[config.mk]
export PLATFORM = sky130hd
export DESIGN_NAME = mux_scan_ctrl_flat
export DESIGN_NICKNAME = d
export VERILOG_FILES = /design/src/rtl/mux_scan_pkg.sv /design/src/rtl/mux_scan_ctrl_if.sv /design/src/rtl/mux_scan_ctrl.sv /design/src/flat_wrapper.sv
export SDC_FILE = /design/constraint.sdc
export NUM_CORES = 1
export LEC_CHECK = 0
export ABC_CLOCK_PERIOD_IN_PS = 2200
export BUFFER_PORTS_ARGS = -buffer_cell sky130_fd_sc_hd__buf_2
export CORE_MARGIN = 4
export CORE_UTILIZATION = 45
export CTS_BUF_LIST = sky130_fd_sc_hd__clkbuf_8 sky130_fd_sc_hd__clkbuf_16
export DETAILED_ROUTE_END_ITERATION = 10
export PLACE_DENSITY_LB_ADDON = 0.3
export SKIP_CTS_REPAIR_TIMING = 1
export SYNTH_ARGS = -nofsm -noshare
export SYNTH_HDL_FRONTEND = slang
export SYNTH_SLANG_ARGS = --single-unit
[constraint.sdc]
create_clock -name clk_i -period 2.2 [get_ports clk_i]
set_clock_uncertainty 0.05 [all_clocks]
set_input_delay 0.22 -clock clk_i [delete_from_list [all_inputs] [get_ports clk_i]]
set_output_delay 0.22 -clock clk_i [all_outputs]
set_load 0.02 [all_outputs]
[src/rtl/mux_scan_pkg.sv]
// Shared types and constants for the mux_scan_ctrl scan controller.
package mux_scan_pkg;

  typedef enum logic [1:0] {
    ST_IDLE = 2'd0,
    ST_SCAN = 2'd1,
    ST_HOLD = 2'd2
  } state_e;

  localparam int N_CH       = 16;
  localparam int SEL_W      = 4;
  localparam int SCAN_CNT_W = 8;

  localparam logic [SEL_W-1:0] SEL_LAST = SEL_W'(N_CH - 1);

  // The settle counter must be at least one bit wide, even when no settling is needed.
  function automatic int cnt_width(input int unsigned settle);
    return (settle < 1) ? 1 : $clog2(settle + 1);
  endfunction

endpackage

[src/rtl/mux_scan_ctrl_if.sv]
// Valid/ready word delivery channel between mux_scan_ctrl and its consumer.
interface mux_scan_ctrl_if;
  import mux_scan_pkg::*;

  logic [N_CH-1:0] word_o;
  logic            valid_o;
  logic            ready_i;

  modport master (output word_o, output valid_o, input ready_i);
  modport slave  (input word_o, input valid_o, output ready_i);

endinterface

[src/rtl/mux_scan_ctrl.sv]
// Steps a 16:1 mux through all channels, samples each after a settle time and
// delivers the assembled word over valid/ready. Define MUX_SCAN_AUTO_EN for continuous rescanning.
module mux_scan_ctrl
  import mux_scan_pkg::*;
#(
  parameter int unsigned SETTLE_CYCLES = 1
) (
  input  logic                  clk_i,
  input  logic                  rst_ni,
  input  logic                  start_i,
  input  logic                  abort_i,
  input  logic                  mux_bit_i,
  output logic [SEL_W-1:0]      sel_o,
  output logic                  busy_o,
  output logic [SCAN_CNT_W-1:0] scan_cnt_o,
  mux_scan_ctrl_if.master       out_if
);

  localparam int               CNT_W      = cnt_width(SETTLE_CYCLES);
  localparam logic [CNT_W-1:0] SETTLE_MAX = CNT_W'(SETTLE_CYCLES);

  state_e                  state_q, state_d;
  logic [SEL_W-1:0]        sel_q, sel_d;
  logic [CNT_W-1:0]        cnt_q, cnt_d;
  logic [N_CH-1:0]         shadow_q, shadow_d;
  logic [N_CH-1:0]         word_q, word_d;
  logic [SCAN_CNT_W-1:0]   scan_cnt_q, scan_cnt_d;

  always_comb begin
    // NOTE: every *_d gets its hold value first so no path through the case infers a latch.
    state_d    = state_q;
    sel_d      = sel_q;
    cnt_d      = cnt_q;
    shadow_d   = shadow_q;
    word_d     = word_q;
    scan_cnt_d = scan_cnt_q;

    unique case (state_q)
      ST_IDLE: begin
        if (start_i && !abort_i) begin
          state_d = ST_SCAN;
          sel_d   = '0;
          cnt_d   = '0;
        end
      end

      ST_SCAN: begin
        if (abort_i) begin
          state_d = ST_IDLE;
          sel_d   = '0;
          cnt_d   = '0;
        end else if (cnt_q < SETTLE_MAX) begin
          cnt_d = cnt_q + 1'b1;
        end else begin
          cnt_d           = '0;
          shadow_d[sel_q] = mux_bit_i;
          // The final word includes the bit sampled on this very edge.
          if (sel_q == SEL_LAST) begin
            state_d    = ST_HOLD;
            word_d     = shadow_d;
            scan_cnt_d = scan_cnt_q + 1'b1;
          end else begin
            sel_d = sel_q + 1'b1;
          end
        end
      end

      ST_HOLD: begin
        if (abort_i) begin
          state_d = ST_IDLE;
          sel_d   = '0;
        end else if (out_if.ready_i) begin
          sel_d = '0;
`ifdef MUX_SCAN_AUTO_EN
          state_d = ST_SCAN;
          cnt_d   = '0;
`else
          state_d = ST_IDLE;
`endif
        end
      end

      default: begin
        state_d = ST_IDLE;
        sel_d   = '0;
        cnt_d   = '0;
      end
    endcase
  end

  // NOTE: the shadow is a plain 16-bit register, not a memory, so it is cleared on reset like any flop.
  always_ff @(posedge clk_i or negedge rst_ni) begin
    if (!rst_ni) begin
      state_q    <= ST_IDLE;
      sel_q      <= '0;
      cnt_q      <= '0;
      shadow_q   <= '0;
      word_q     <= '0;
      scan_cnt_q <= '0;
    end else begin
      // NOTE: non-blocking assignments so every flop samples the pre-edge value of the others.
      state_q    <= state_d;
      sel_q      <= sel_d;
      cnt_q      <= cnt_d;
      shadow_q   <= shadow_d;
      word_q     <= word_d;
      scan_cnt_q <= scan_cnt_d;
    end
  end

  assign sel_o          = sel_q;
  assign busy_o         = (state_q == ST_SCAN);
  assign scan_cnt_o     = scan_cnt_q;
  assign out_if.word_o  = word_q;
  assign out_if.valid_o = (state_q == ST_HOLD);

endmodule

[src/flat_wrapper.sv]
// flat-port wrapper written by rule: the top's interface ports become plain ports
module mux_scan_ctrl_flat import mux_scan_pkg::*;
#(
  parameter int unsigned SETTLE_CYCLES = 1
)
  (clk_i, rst_ni, start_i, abort_i, mux_bit_i, sel_o, busy_o, scan_cnt_o, out_if_word_o, out_if_valid_o, out_if_ready_i);
  mux_scan_ctrl_if out_if_i ();
  input  logic clk_i;
  input  logic rst_ni;
  input  logic start_i;
  input  logic abort_i;
  input  logic mux_bit_i;
  output logic [SEL_W-1:0] sel_o;
  output logic busy_o;
  output logic [SCAN_CNT_W-1:0] scan_cnt_o;
  output wire logic [$bits(out_if_i.word_o)-1:0] out_if_word_o;
  output wire logic [$bits(out_if_i.valid_o)-1:0] out_if_valid_o;
  input wire logic [$bits(out_if_i.ready_i)-1:0] out_if_ready_i;
  assign out_if_word_o = out_if_i.word_o;
  assign out_if_valid_o = out_if_i.valid_o;
  assign out_if_i.ready_i = out_if_ready_i;
  mux_scan_ctrl #(.SETTLE_CYCLES(SETTLE_CYCLES)) u_core (.clk_i(clk_i), .rst_ni(rst_ni), .start_i(start_i), .abort_i(abort_i), .mux_bit_i(mux_bit_i), .sel_o(sel_o), .busy_o(busy_o), .scan_cnt_o(scan_cnt_o), .out_if(out_if_i));
endmodule
==> Word-level counts from Yosys, hierarchy flattened <==
Cells that the tools add are included.
{ "op_classes": {"add_sub_neg": 3, "magnitude_cmp": 3, "n_eq_ne": 8, "muxes": 21, "bitwise": 3, "n_reduce_logical": 9} }
{ "op_table": {"columns": ["cell", "n"], "rows": [
  ["2-to-1 mux 4 bit", 6],
  ["bitwise mux 16 bit", 1],
  ["2-to-1 mux 2 bit", 6],
  ["case mux 4 bit (3 select lines)", 1],
  ["AND reduction 4 bit", 3],
  ["adder 8 x 1 -> 8 bit (second input constant)", 1],
  ["inequality test 3 x 2 -> 1 bit (second input constant)", 2],
  ["inequality test 3 bit (second input constant)", 2],
  ["case mux 2 bit (3 select lines)", 1],
  ["less-than comparator 4 x 5 -> 1 bit (second input constant)", 1],
  ["adder 4 x 1 -> 4 bit (second input constant)", 1],
  ["demux 1 bit (select 4 bit)", 1],
  ["equality test 4 bit (second input constant)", 1],
  ["greater-or-equal comparator 4 x 1 -> 1 bit (second input constant)", 1],
  ["2-to-1 mux 1 bit", 4],
  ["inverter 1 bit", 3],
  ["case mux 1 bit (3 select lines)", 1],
  ["AND reduction 3 bit", 1],
  ["equality test 2 x 1 -> 1 bit (second input constant)", 1],
  ["equality test 2 bit (second input constant)", 1],
  ["logical AND 1 bit", 2],
  ["logical NOT 2 bit", 1],
  ["inequality test 2 x 1 -> 1 bit (second input constant)", 1],
  ["AND reduction 2 bit", 1],
  ["3 further kinds", 3]
]} }
{ "totals": {"register_bits": 47, "in_bits": 6, "output_inout_bits": 30} }

==> Depth between registers and ports, before layout <==
{ "logic_depth": {"ltp_word": 5, "ltp_mapped": 7, "mapped_depth_nobuf": 5} }

==> Worst setup path before layout <==
OpenSTA, ideal clock, no wires.
{ "synth_timing": {"path_kind": "register -> register", "start": "register u_core.sel_q[1] (netlist: u_core.sel_o[1])", "end": "register u_core.scan_cnt_q[7] (netlist: u_core.scan_cnt_o[7])", "setup_ps": 79, "arrival_ps": 1659, "t_required_ps": 2071, "path_slack_ps": 411, "stages_incl_launch_ff": 7, "path_buffers": 1, "path_cell_list": "dfrtp_1 > ha_1 > nand3_1 > nand2b_1 > buf_6 > nor4_4 > xor2_1"} }
{ "synth_via": {"elab_chain_len": 2} }
{ "synth_lines": {"columns": ["element", "line_no", "text"], "rows": [
  ["from (decl)", "mux_scan_ctrl.sv:23", "logic [SEL_W-1:0] sel_q, sel_d;"],
  ["from (signal assigned)", "mux_scan_ctrl.sv:103", "sel_q <= sel_d;"],
  ["equality test 4 bit", "mux_scan_ctrl.sv:58", "if (sel_q == SEL_LAST) begin"],
  ["AND reduction 4 bit (no line)", null, null],
  ["to (signal assigned)", "mux_scan_ctrl.sv:107", "scan_cnt_q <= scan_cnt_d;"],
  ["to (decl)", "mux_scan_ctrl.sv:27", "logic [SCAN_CNT_W-1:0] scan_cnt_q, scan_cnt_d;"]
]} }
Every way passes these cells.
A chain may end at the register's enable or synchronous reset.

==> Worst setup path in the final report <==
Ends and elaborated chain as after synthesis.

==> out/qor.csv <==
stage,metric,value,unit
global_routing,grt_pass1_vias,1635,
route,dr_wl_met2,1.89,mm
timing,clock.fmax,539,MHz
critical_path,cp-startpoint,u_core.sel_o[1],
timing,setup_ws,0.344,ns
timing,timing_max_transition_violations_final,0,
critical_path,slowest_stage,dfrtp_1,
critical_path,path_cells,"ha_1, nand3_1, nand2b_1, buf_4, nor4_4, xor2_1",
timing,finalCritPeriodShare,84.4,%
yosys,synth_top_area_share,50.6,%
place,place_area,2560,um^2
place,finalWeightedCongestion,0.824,
clock_network,cts_max_path_buffers,2,
critical_path,cp.required,2.37,ns
place,post-dp-hpwl,3.07,mm
clock_network,numClockSinks,47,
yosys,syn-num-nets,237,
floorplanning,ios,36,
yosys,synthTopCellsByArea,"dfrtp_1 (51%), mux2_2 (7.7%), mux2i_1 (6.9%)",
critical_path,worst_ep_arrival_time,2.03,ns
yosys,synthFlopType,dfrtp_1,
route,drc,0,
global_routing,grt_max_degree,33,
yosys,synth_area_leader_cell,dfrtp_1,
critical_path,slowest_delay,0.47,ns
clock_network,clk_pin_slew,0.08,ns
cells_and_area,fin_area,2670,um^2
flow_run,maxCapViolCount,0,
floorplanning,core,4850,um^2
route,drt_iter0_drc,74,
timing,period_needed,1.86,ns
critical_path,rrSetupSlack,0.34,ns
place,port-buffer-count,35,
min_path,worst_hold_path_type,input port to flop,
route,dr_total_vias,1676,
timing,finalHoldViolCount,0,
global_routing,grt_use_total,15.6,%
floorplanning,die_area,6380,um^2
critical_path,reg2reg_from,u_core.sel_o[1],
floorplanning,start_util,48.0,%
clock_network,cts_tree,yes,
power,max-vdd-ir-drop,389,uV
clock_network,cts_root_buffer,clkbuf_8,
route,routed_via_density,5.13,
yosys,syn_avg_cell_area,10.3,um^2
route,m1WireLength,2.22,mm
cells_and_area,layout-drive-gt1-share,25.8,%
global_routing,gr-total-overflow,0,
floorplanning,die-height,79.9,um
cells_and_area,syn_to_final_growth,14.8,%
yosys,ys_seq_area_share,50.6,%
yosys,synth_async_sr_flop_share,100,%
timing,final-setup-viol-count,0,
route,ant_nets,0,
global_routing,grt_pass1_wl,7.74,mm
yosys,syn_area,2330,um^2
timing,worstMarginPinSlew,0.504,ns
power,powerDensity,650,nW/um^2
timing,finalSetupTns,0,ns
route,top_layer,met4,
critical_path,cp-start-kind,flop,
yosys,synth_cell_types,32,
clock_network,clk-insertion-delay-late,0.30,ns
floorplanning,placementRows,25,
power,power,1740,uW
clock_network,h-tree-depth,2,
yosys,synth-edff-count,0,
timing,rsz0062_at_grt,false,
clock_network,cts_made_buffers,5,
critical_path,cp-end-kind,flop,
cells_and_area,num-nets-final,271,
route,dr.pass1.iters,4,
critical_path,path_max_fanout,10,
yosys,synth_common_cells,"dfrtp_1 (47), nand2_1 (35), nand3_1 (19), o21ai_0 (19)",
place,pre_cts_ws,0.372,ns
timing,max-slew-margin-rel,66.3,%
critical_path,worstSetupPathType,flop to flop,
yosys,ys_ff_latch,47,
route,wl_per_cell,13.4,um
cells_and_area,antenna_cells,0,
floorplanning,die_width,79.9,um
yosys,yosys_warnings,0,
status,status,"finished, final reports clean",
route,wl,4.39,mm
yosys,synth_cells,225,
global_routing,antenna_found_initial,0,
power,p_leak,0.00142,uW
route,wl_met3,219,um
min_path,hold_start,abort_i,
yosys,yosysMostFrequentCell,dfrtp_1,
[worst paths after layout]
path | endpoint | cells after the start
min in group asynchronous | u_core.state_q[0] | 2
worst max-delay path | u_core.scan_cnt_o[7] | 6
worst max register to register | u_core.scan_cnt_o[7] | 6
worst min-delay path | u_core.state_q[1] | 2
max in group asynchronous | u_core.out_if.word_o[6] | 3
worst min register to register | u_core.scan_cnt_o[7] | 1
[flip-flops by register name, indices dropped and copies added, names as in the netlist]
| register | count |
|---|---|
| u_core.state_q | 2 |
| u_core.scan_cnt_o | 8 |
| u_core.shadow_q | 16 |
| u_core.out_if.word_o | 16 |
| u_core.sel_o | 4 |
| u_core.cnt_q | 1 |
[layout make-up]
cell class / instances / area, um^2
fillers: 456 / 2180
flip-flops and latches: 47 / 1180
multi-input cells: 156 / 1050
clock buffers: 7 / 96.3
clock inverters: 1 / 3.75
well taps: 67 / 83.8
repair buffers: 43 / 238
inverters: 6 / 22.5
[routing by layer]
layer / up-vias / GRT usage [%]
met5: - / 0
met4: 0 / 5.07
met3: 6 / 4.40
met2: 31 / 22.9
met1: 793 / 22.1
li1: 846 / -
[logic make-up after synthesis]
kind of cell	synth area share, %
xor+xnor	2.64
fa+ha+maj	3.23
flops	50.6
compound gates	8.12
simple gates	16.6
buf+inv	4.25
mux	14.6
[critical path: cells and delay by family, from the launching register on]
kind | cells | cell delay (ns)
flip-flops | 1 | 0.47
adder cells (fa/ha/maj) | 1 | 0.25
XOR/XNOR | 1 | 0.16
buffers and inverters | 1 | 0.18
AND/OR/NAND/NOR | 3 | 0.68
[power breakdown]
group          total, uW  leakage (uW)  switching, uW  internal (uW)
sequential           930      0.000651           33.9            896
combinational        248      0.000711            158           90.4
clock                559     0.0000557            277            282
total               1740       0.00142            468           1270
[cells in the final DEF (no fill, tap or decap), drive strengths merged]
master / synthesis / layout
a21oi: 4 / 4
a32oi: 3 / 3
and2: 1 / 1
buf: 5 / 42
a21o: 1 / 1
xnor2: 3 / 3
a211oi: 1 / 1
o41ai: 1 / 1
a311oi: 1 / 1
o21ai: 19 / 19
a31oi: 1 / 1
a41oi: 1 / 1
nor3: 3 / 3
ha: 6 / 6
dlygate4sd3: 0 / 1
and4bb: 1 / 1
or3b: 1 / 1
inv: 6 / 7
nand3: 19 / 19
nor4: 1 / 1
mux2i: 16 / 16
and3: 1 / 1
dfrtp: 47 / 47
nand2: 35 / 35
nor2: 7 / 7
nor2b: 5 / 5
xor2: 4 / 4
clkbuf: 11 / 7
nand2b: 1 / 1
mux2: 16 / 16
nand4: 4 / 4
[stage by stage]
step	instances	util [%]	hold slack, ns
after CTS	326	54.9	-0.246
after global placement	318	52.8	0.0845
final	327	55.1	0.0863
after floorplan	225	-	-0.126
after detailed placement	318	52.8	0.0806
after global routing	327	55.1	0.0863
(Power assumes the default switching activity.)
